===== config.mk =====
export PLATFORM = sky130hd
export DESIGN_NAME = ucj_flat
export DESIGN_NICKNAME = d
export VERILOG_FILES = /design/src/rtl/ucj_pkg.sv /design/src/rtl/ucj_if.sv /design/src/rtl/ucj_cond_eval.sv /design/src/rtl/ucj.sv /design/src/flat_wrapper.sv
export SDC_FILE = /design/constraint.sdc
export NUM_CORES = 1
export LEC_CHECK = 0
export CAP_MARGIN = 20
export CORE_ASPECT_RATIO = 0.9
export CORE_MARGIN = 2
export CORE_UTILIZATION = 35
export CTS_BUF_LIST = sky130_fd_sc_hd__clkbuf_8
export DETAILED_ROUTE_END_ITERATION = 10
export PLACE_DENSITY = 0.8
export RECOVER_POWER = 100
export SLEW_MARGIN = 20
export SYNTH_ARGS = -nofsm -noshare
export SYNTH_HDL_FRONTEND = slang
export SYNTH_SLANG_ARGS = --single-unit

===== constraint.sdc =====
create_clock -name clk -period 2.1 [get_ports clk]
set_input_delay 0.315 -clock clk [delete_from_list [all_inputs] [get_ports clk]]
set_output_delay 0.315 -clock clk [all_outputs]
set_load 0.01 [all_outputs]

===== src/rtl/ucj_pkg.sv =====
// Shared constants for the jump/branch control unit: condition codes and bit indices.
package ucj_pkg;

  localparam int unsigned COND_W   = 4;
  localparam int unsigned FLAG_W   = 3;
  localparam int unsigned HOLD_BIT = 3;

  localparam int unsigned FLAG_Z = 2;
  localparam int unsigned FLAG_C = 1;
  localparam int unsigned FLAG_N = 0;

  // Low three bits of cond; cond[HOLD_BIT] overrides all of these.
  typedef enum logic [2:0] {
    COND_NEXT = 3'd0,
    COND_JMP  = 3'd1,
    COND_JZ   = 3'd2,
    COND_JNZ  = 3'd3,
    COND_JC   = 3'd4,
    COND_JNC  = 3'd5,
    COND_JN   = 3'd6,
    COND_JNN  = 3'd7
  } cond_e;

endpackage


===== src/rtl/ucj_if.sv =====
// Decoder/register-file/flag inputs and instruction-address output of the jump unit.
interface ucj_if
  import ucj_pkg::*;
#(
  parameter int unsigned ADDR_W = 8
) ();

  logic [COND_W-1:0] cond;
  logic [ADDR_W-1:0] Rx;
  logic [FLAG_W-1:0] F;
  logic [ADDR_W-1:0] o_Address_Instruction_Bus;

  modport master (
    output cond,
    output Rx,
    output F,
    input  o_Address_Instruction_Bus
  );

  modport slave (
    input  cond,
    input  Rx,
    input  F,
    output o_Address_Instruction_Bus
  );

endinterface


===== src/rtl/ucj_cond_eval.sv =====
// Combinational jump-condition evaluator: decides whether the flag condition selects Rx.
module ucj_cond_eval
  import ucj_pkg::*;
(
  input  logic [2:0]        cond,
  input  logic [FLAG_W-1:0] F,
  output logic              taken
);

  // Decode the condition code against the current flags.
  always_comb begin
    taken = 1'b0;
    case (cond_e'(cond))
      COND_NEXT: taken = 1'b0;
      COND_JMP:  taken = 1'b1;
      COND_JZ:   taken = F[FLAG_Z];
      COND_JNZ:  taken = ~F[FLAG_Z];
      COND_JC:   taken = F[FLAG_C];
      COND_JNC:  taken = ~F[FLAG_C];
      COND_JN:   taken = F[FLAG_N];
      COND_JNN:  taken = ~F[FLAG_N];
      default:   taken = 1'b0;
    endcase
  end

endmodule


===== src/rtl/ucj.sv =====
// Jump/branch control unit: program counter with step, jump, and hold.
module ucj
  import ucj_pkg::*;
#(
  parameter int unsigned ADDR_W = 8
) (
  input  logic  clk,
  input  logic  rst,
  ucj_if.slave  bus
);

  logic [ADDR_W-1:0] pc;
  logic [ADDR_W-1:0] pc_next;
  logic              taken;
  logic              hold;

  ucj_cond_eval u_cond_eval (
    .cond  (bus.cond[2:0]),
    .F     (bus.F),
    .taken (taken)
  );

  assign hold = bus.cond[HOLD_BIT];

  // Next-PC select: hold beats jump, jump beats sequential step (wraps modulo 2^ADDR_W).
  always_comb begin
    pc_next = pc + ADDR_W'(1);
    if (hold) begin
      pc_next = pc;
    end else if (taken) begin
      pc_next = bus.Rx;
    end
  end

  // PC register; synchronous reset has priority over every condition code.
  always_ff @(posedge clk) begin
    if (rst) begin
      pc <= '0;
    end else begin
      pc <= pc_next;
    end
  end

  assign bus.o_Address_Instruction_Bus = pc;

endmodule


===== src/flat_wrapper.sv =====
// flat-port wrapper written by rule: the top's interface ports become plain ports
module ucj_flat import ucj_pkg::*;
#(
  parameter int unsigned ADDR_W = 8
)
  (clk, rst, bus_cond, bus_Rx, bus_F, bus_o_Address_Instruction_Bus);
  ucj_if #(.ADDR_W(ADDR_W)) bus_i ();
  input  logic clk;
  input  logic rst;
  input wire logic [$bits(bus_i.cond)-1:0] bus_cond;
  input wire logic [$bits(bus_i.Rx)-1:0] bus_Rx;
  input wire logic [$bits(bus_i.F)-1:0] bus_F;
  output wire logic [$bits(bus_i.o_Address_Instruction_Bus)-1:0] bus_o_Address_Instruction_Bus;
  assign bus_i.cond = bus_cond;
  assign bus_i.Rx = bus_Rx;
  assign bus_i.F = bus_F;
  assign bus_o_Address_Instruction_Bus = bus_i.o_Address_Instruction_Bus;
  ucj #(.ADDR_W(ADDR_W)) u_core (.clk(clk), .rst(rst), .bus(bus_i));
endmodule

Word level (Yosys, flattened, before mapping):

Index checks and enable logic that the tools add are counted.

* $add $sub $neg: 1
* equality and inequality tests: 7
* mux-type cells: 2
* bitwise logic cells: 3
* reductions and logical operators: 1

Operators by type and width (number)
* $eq A3 B3 Y1 const B: 4
* $add A8 B1 Y8 const B: 1
* $mux W8: 1
* $pmux W1 S8: 1
* $eq A3 B2 Y1 const B: 2
* $eq A3 B1 Y1 const B: 1
* $logic_not A3 Y1: 1
* $not A1 Y1: 3

* register bits after elaboration: 8
* output and inout bits: 8
* word-level logic and storage cells: 15

Longest topological paths before layout:

* depth after elaboration: 3
* mapped depth: 6
* depth with buffers taken out: 5

Hierarchy:

From an unflattened synthesis, not the netlist that was laid out.

* cell total of the unflattened synthesis: 69
* area, all modules: 550.5 µm²

Modules (own cells, without submodules)
* ucj: times used 1, cells each 65, area an instance 518.0 µm², seq. area each 160.2 µm²
* ucj_cond_eval: times used 1, cells each 4, area an instance 32.5 µm², seq. area each 0.0 µm²

Worst setup path before layout:

No wires, ideal clock.

* path type: reg2reg
* start point: register u_core.pc[0] (netlist: u_core.bus.o_Address_Instruction_Bus[0])
* end point: register u_core.pc[6] (netlist: u_core.bus.o_Address_Instruction_Bus[6])
* library setup time: 0.074 ns
* arrival: 1.591 ns
* required time: 2.026 ns
* slack: 0.435 ns
* stages on the path, launching flop included: 6
* path buffers: 0
* path through: dfxtp_1 ha_1 nand3_1 or4_1 a211o_1 a31oi_1

* longest elaborated chain between the ends: 2

Ends and longest elaborated chain
* from (decl): line ucj.sv:12 `logic [ADDR_W-1:0] pc;`
* from (signal assigned): line ucj.sv:40 `pc <= pc_next;`
* $add A8 B1 Y8: line ucj.sv:27 `pc_next = pc + ADDR_W'(1);`
* $mux W8: line ucj.sv:30 `end else if (taken) begin`

No other way between the ends.
A chain may end at the register's enable or synchronous reset.

Final worst setup path:

* start point: input port bus_cond[2]
* end point: register u_core.pc[7] (netlist: u_core.bus.o_Address_Instruction_Bus[7])

* longest elaborated chain between the ends: 3
* elaborated cells between the ends (all ways): 10
* classes of those cells: 7 x eq/ne; 2 x mux; 1 x reduce/logical

Ends and longest elaborated chain
* from (decl): line flat_wrapper.sv:10 `input wire logic [$bits(bus_i.cond)-1:0] bus_cond;`
* $eq A3 B3 Y1, or another cell as far along: line ucj_cond_eval.sv:13 `case (cond_e'(cond))`
* $pmux W1 S8 (*): line ucj_cond_eval.sv:13
* $mux W8 (*): line ucj.sv:30

Mark *: on every way between the ends. The rest lies on a longest branch, timed or not.

==> summary.md <==
| Metric | Value |
|---|---|
| Result of the run | finished, final reports clean |
| I/O pin count | 25 |
| Final ANT Viol Nets | 0 |
| Cells on worst reg2reg path | 5 |
| Power density over cell area | about 560 nW/um2 |
| Worst slew pin tran | 0.3634 ns |
| Post-cts sizing count | 0 |
| Die outline area | between 2000 and 2500 um2 |
| Startpoint-to-endpoint class of the critical path | in2reg |
| Cell taking the most area after synthesis | sky130_fd_sc_hd__dfxtp_1 |
| Mean instance size in the synthesized netlist | just under 8 um2 |
| Final clock skew | around 0.0029 ns |
| Number of cells produced by synthesis | 74 |
| Number of nets in the layout | 120 |
| Overflow left after global routing | 0 |
| Post-Synth Adder-Cell Area | roughly 2.2% |
| HPWL Detailed | 1200 um |
| CP startpoint kind | input port |
| Switching share of power | between 20% and 30% |
| R2r startpoint | u_core.bus.o_Address_Instruction_Bus[0] |
| Area of the core | approximately 1500 um2 |
| Via count of the first global-routing pass | approximately 600 |
| Total nets after synthesis | 92 |
| Proportion of synthesized flip-flops having asynchronous set or reset | 0% |
| XOR/XNOR share of the synthesized area | 0% |
| CP max FO | 11 |
| Final core utilization | between 60% and 70% |
| Number of storage elements in the synthesis netlist | 8 |
| Number of rows in the core area | 13 |
| Post-synth top flop | sky130_fd_sc_hd__dfxtp_1 |
| Number of DRC markers after the initial detailed-route iteration | 18 |
| Fraction of power consumed by the clock network | 37.7% |
| Area added between synthesis and finish | 54.74% |
| Combinational Power Share | a little over a quarter |
| Worst ir drop on vdd | about 0.00035 V |
| Post-place setup slack | ~0.05 ns |
| Count of unique library cells instantiated by Yosys | 30 |
| Slack of the worst reg-to-reg path | between 0.3 and 0.4 ns |
| Critical path's top delay family | buffers and inverters |
| Number of search-and-repair iterations in the first detailed-routing pass | 4 |
| H-tree lvl count | 1 |
| Number of buffers inserted by post-CTS setup repair | 0 |
| Switching power total | ~0.00014 W |
| Hold worst-path end | u_core.bus.o_Address_Instruction_Bus[7] |
| Cells along the critical path | dlygate4sd3_1 -> mux2i_1 -> and3_1 -> buf_4 -> o211ai_1 -> a31oi_1 |
| Number of buffers added to fix hold violations after cts | 0 |
| Initial Util | between 30% and 40% |
| Mux share of post-synthesis cell area | roughly 1.7% |
| Share of total power in sequential cells | 36.0% |
| Endpoint type of the worst setup path | register |
| Ranking of synthesized cells by instance count | sky130_fd_sc_hd__nand2_1, sky130_fd_sc_hd__dfxtp_1, sky130_fd_sc_hd__a211o_1, sky130_fd_sc_hd__a31oi_1, sky130_fd_sc_hd__o211ai_1 |
| Final hold violation count | 0 |
| Classification of the worst-slack hold path | reg2reg |
| Sink count of the clock tree | 8 |
| Achievable clock frequency | around 520 MHz |
| GRT Resource Usage Total | between 10% and 20% |
| Flip-flop count of the largest register after layout | 8 |
| Clock buffer depth | 2 |
| Worst hold start | u_core.bus.o_Address_Instruction_Bus[7] |
| Total of buffers placed on input and output ports | 24 |
| Number of maximum-capacitance violations | 0 |
| Routed vias/inst | 5.607 |
| # diodes | 0 |
| EDFF count, synth | 0 |
| TritonCTS clock tree | done |
| Fraction of synthesized cell area taken by the top area cell type | between 20% and 30% |
| Max_slew headroom | about 76% |
| Sequential area share after synthesis | 27.59% |
| Hold Path Stages | 2 |
| Internal Pwr Total | roughly 0.00037 W |
| Pin count of the biggest net entering global routing | 12 |
| Initial antenna violation count | 0 |
| Share of layout cells above drive strength 1 | between 10% and 20% |
| RSZ-0062 raised after global routing | false |
| Most frequent cell after synthesis | sky130_fd_sc_hd__nand2_1 |
| Horizontal die dimension | around 47 um |
| Number of vias after detailed routing | between 600 and 700 |
| Setup TNS | 0 ns |
| Residual DRC count | 0 |
| Height of the chip | roughly 43 um |
| Critical path's slowest cell | sky130_fd_sc_hd__dlygate4sd3_1 |
| Count of synthesis-stage warnings from yosys | 0 |
| R2r endpoint | u_core.bus.o_Address_Instruction_Bus[6] |
| Crit share post-route | 90.83% |
| Avg WL per Cell | between 10 and 15 um |
| Number of buffers created by CTS | 3 |
| Clk pin slew, worst setup/hold paths | ~0.040 ns |
| Shortest period the worst path allows | roughly 1.9 ns |
| Simple-Gate Fraction of Synth Area | 29.09% |
| Leakage power | around 0.32 nW |
| Combinational family with the most area after synthesis | compound AO/OA/AOI/OAI gates |
| Wirelength, routed | between 1500 and 2000 um |
| First-pass GRT wire length | approximately 2600 um |
| Buffer and inverter count on the worst path | 2 |
| Routability congestion estimate | around 0.77 |
| Critical path arrival | between 2 and 2.5 ns |
| Number of max-slew violations in the final report | 0 |
| Number of setup violations in the final report | 0 |
| Clock tree root driver cell | sky130_fd_sc_hd__clkbuf_8 |
| Peak per-stage delay on the critical path | between 0.5 and 0.6 ns |
| Clock latency on the worst-skew pair | between 0.2 and 0.25 ns |
| Required time of the critical path | about 2.3 ns |
| Cell types with the largest area share after synthesis | sky130_fd_sc_hd__dfxtp_1, sky130_fd_sc_hd__a211o_1, sky130_fd_sc_hd__o211ai_1 |
| Post-synthesis compound-gate area fraction | approximately a third |
| Post-layout worst setup margin | ~0.19 ns |
| Netlist area before placement | 580.6 um2 |
## tightest hold or removal path: stages, from the launching register on
cell                      delay (ns)
sky130_fd_sc_hd__dfxtp_1        0.32
sky130_fd_sc_hd__nand2_1        0.07
sky130_fd_sc_hd__a31oi_1        0.07
## metrics by stage
step	total power, W	hold WS, ns	instance area (um2)	instances
4_1_cts	0.0005146	0.5243	898.4	122
3_5_place_dp	0.0003219	0.5150	857.1	119
2_1_floorplan	0.0002462	0.4786	580.6	74
3_3_place_gp	0.0003188	0.5137	857.1	119
6_report	0.0005068	0.5222	898.4	122
5_1_grt	0.0005298	0.5547	898.4	122
## how the worst max path moves through the flow
stage / depth (start not counted) / slack, ns / end / startpoint
after floorplan: 5 / 0.43 / u_core.bus.o_Address_Instruction_Bus[6] / u_core.bus.o_Address_Instruction_Bus[0]
after global placement: 6 / 0.13 / u_core.bus.o_Address_Instruction_Bus[7] / bus_cond[2]
after detailed placement: 6 / 0.05 / u_core.bus.o_Address_Instruction_Bus[3] / bus_cond[2]
after CTS: 6 / 0.29 / u_core.bus.o_Address_Instruction_Bus[7] / bus_cond[2]
after global routing: 6 / 0.09 / u_core.bus.o_Address_Instruction_Bus[2] / bus_cond[2]
final: 6 / 0.19 / u_core.bus.o_Address_Instruction_Bus[7] / bus_cond[2]
## cells by family after synthesis
logic type	after synthesis
compound gates	26
flops	8
simple gates	30
buf+inv	8
mux	1
fa+ha+maj	1
## layer usage
layer	global-route usage, %	wire [um]	share of wire (%)
met5	0	0	0
met4	5.000	12	0.71
met3	6.466	119	7.1
met2	28.22	823	49
met1	22.11	726	43
## cell type report
type | count | area, um2
Multi-Input combinational cell | 58 | 387.9
Fill cell | 139 | 598.1
Tap cell | 22 | 27.53
Clock buffer | 3 | 41.29
Timing Repair Buffer | 28 | 270.3
Sequential cell | 8 | 160.2
Inverter | 3 | 11.26
## power by group through the flow
stage	registers, W	logic [W]	clock network [W]
final	0.000183	0.000133	0.000191
after global routing	0.000185	0.000145	0.000200
after CTS	0.000183	0.000138	0.000194
after detailed placement	0.000185	0.000137	0
after global placement	0.000185	0.000134	0
after floorplan	0.000188	0.0000582	0
## placed cells by master (no fill, tap or decap), types with 2 or more instances in the layout
master and n:
sky130_fd_sc_hd__clkdlybuf4s50_1 14, sky130_fd_sc_hd__nand2_1 11, sky130_fd_sc_hd__dlygate4sd3_1 10, sky130_fd_sc_hd__dfxtp_1 8, sky130_fd_sc_hd__a211o_1 6, sky130_fd_sc_hd__o211ai_1 6, sky130_fd_sc_hd__a31oi_1 6, sky130_fd_sc_hd__buf_4 4
sky130_fd_sc_hd__nor2_1 3, sky130_fd_sc_hd__or4_1 3, sky130_fd_sc_hd__o21ai_0 3, sky130_fd_sc_hd__clkbuf_8 3, sky130_fd_sc_hd__inv_1 2, sky130_fd_sc_hd__nand3_1 2, sky130_fd_sc_hd__nand2b_1 2, sky130_fd_sc_hd__or3_1 2
Note: power is estimated with default switching activity, not from simulation.
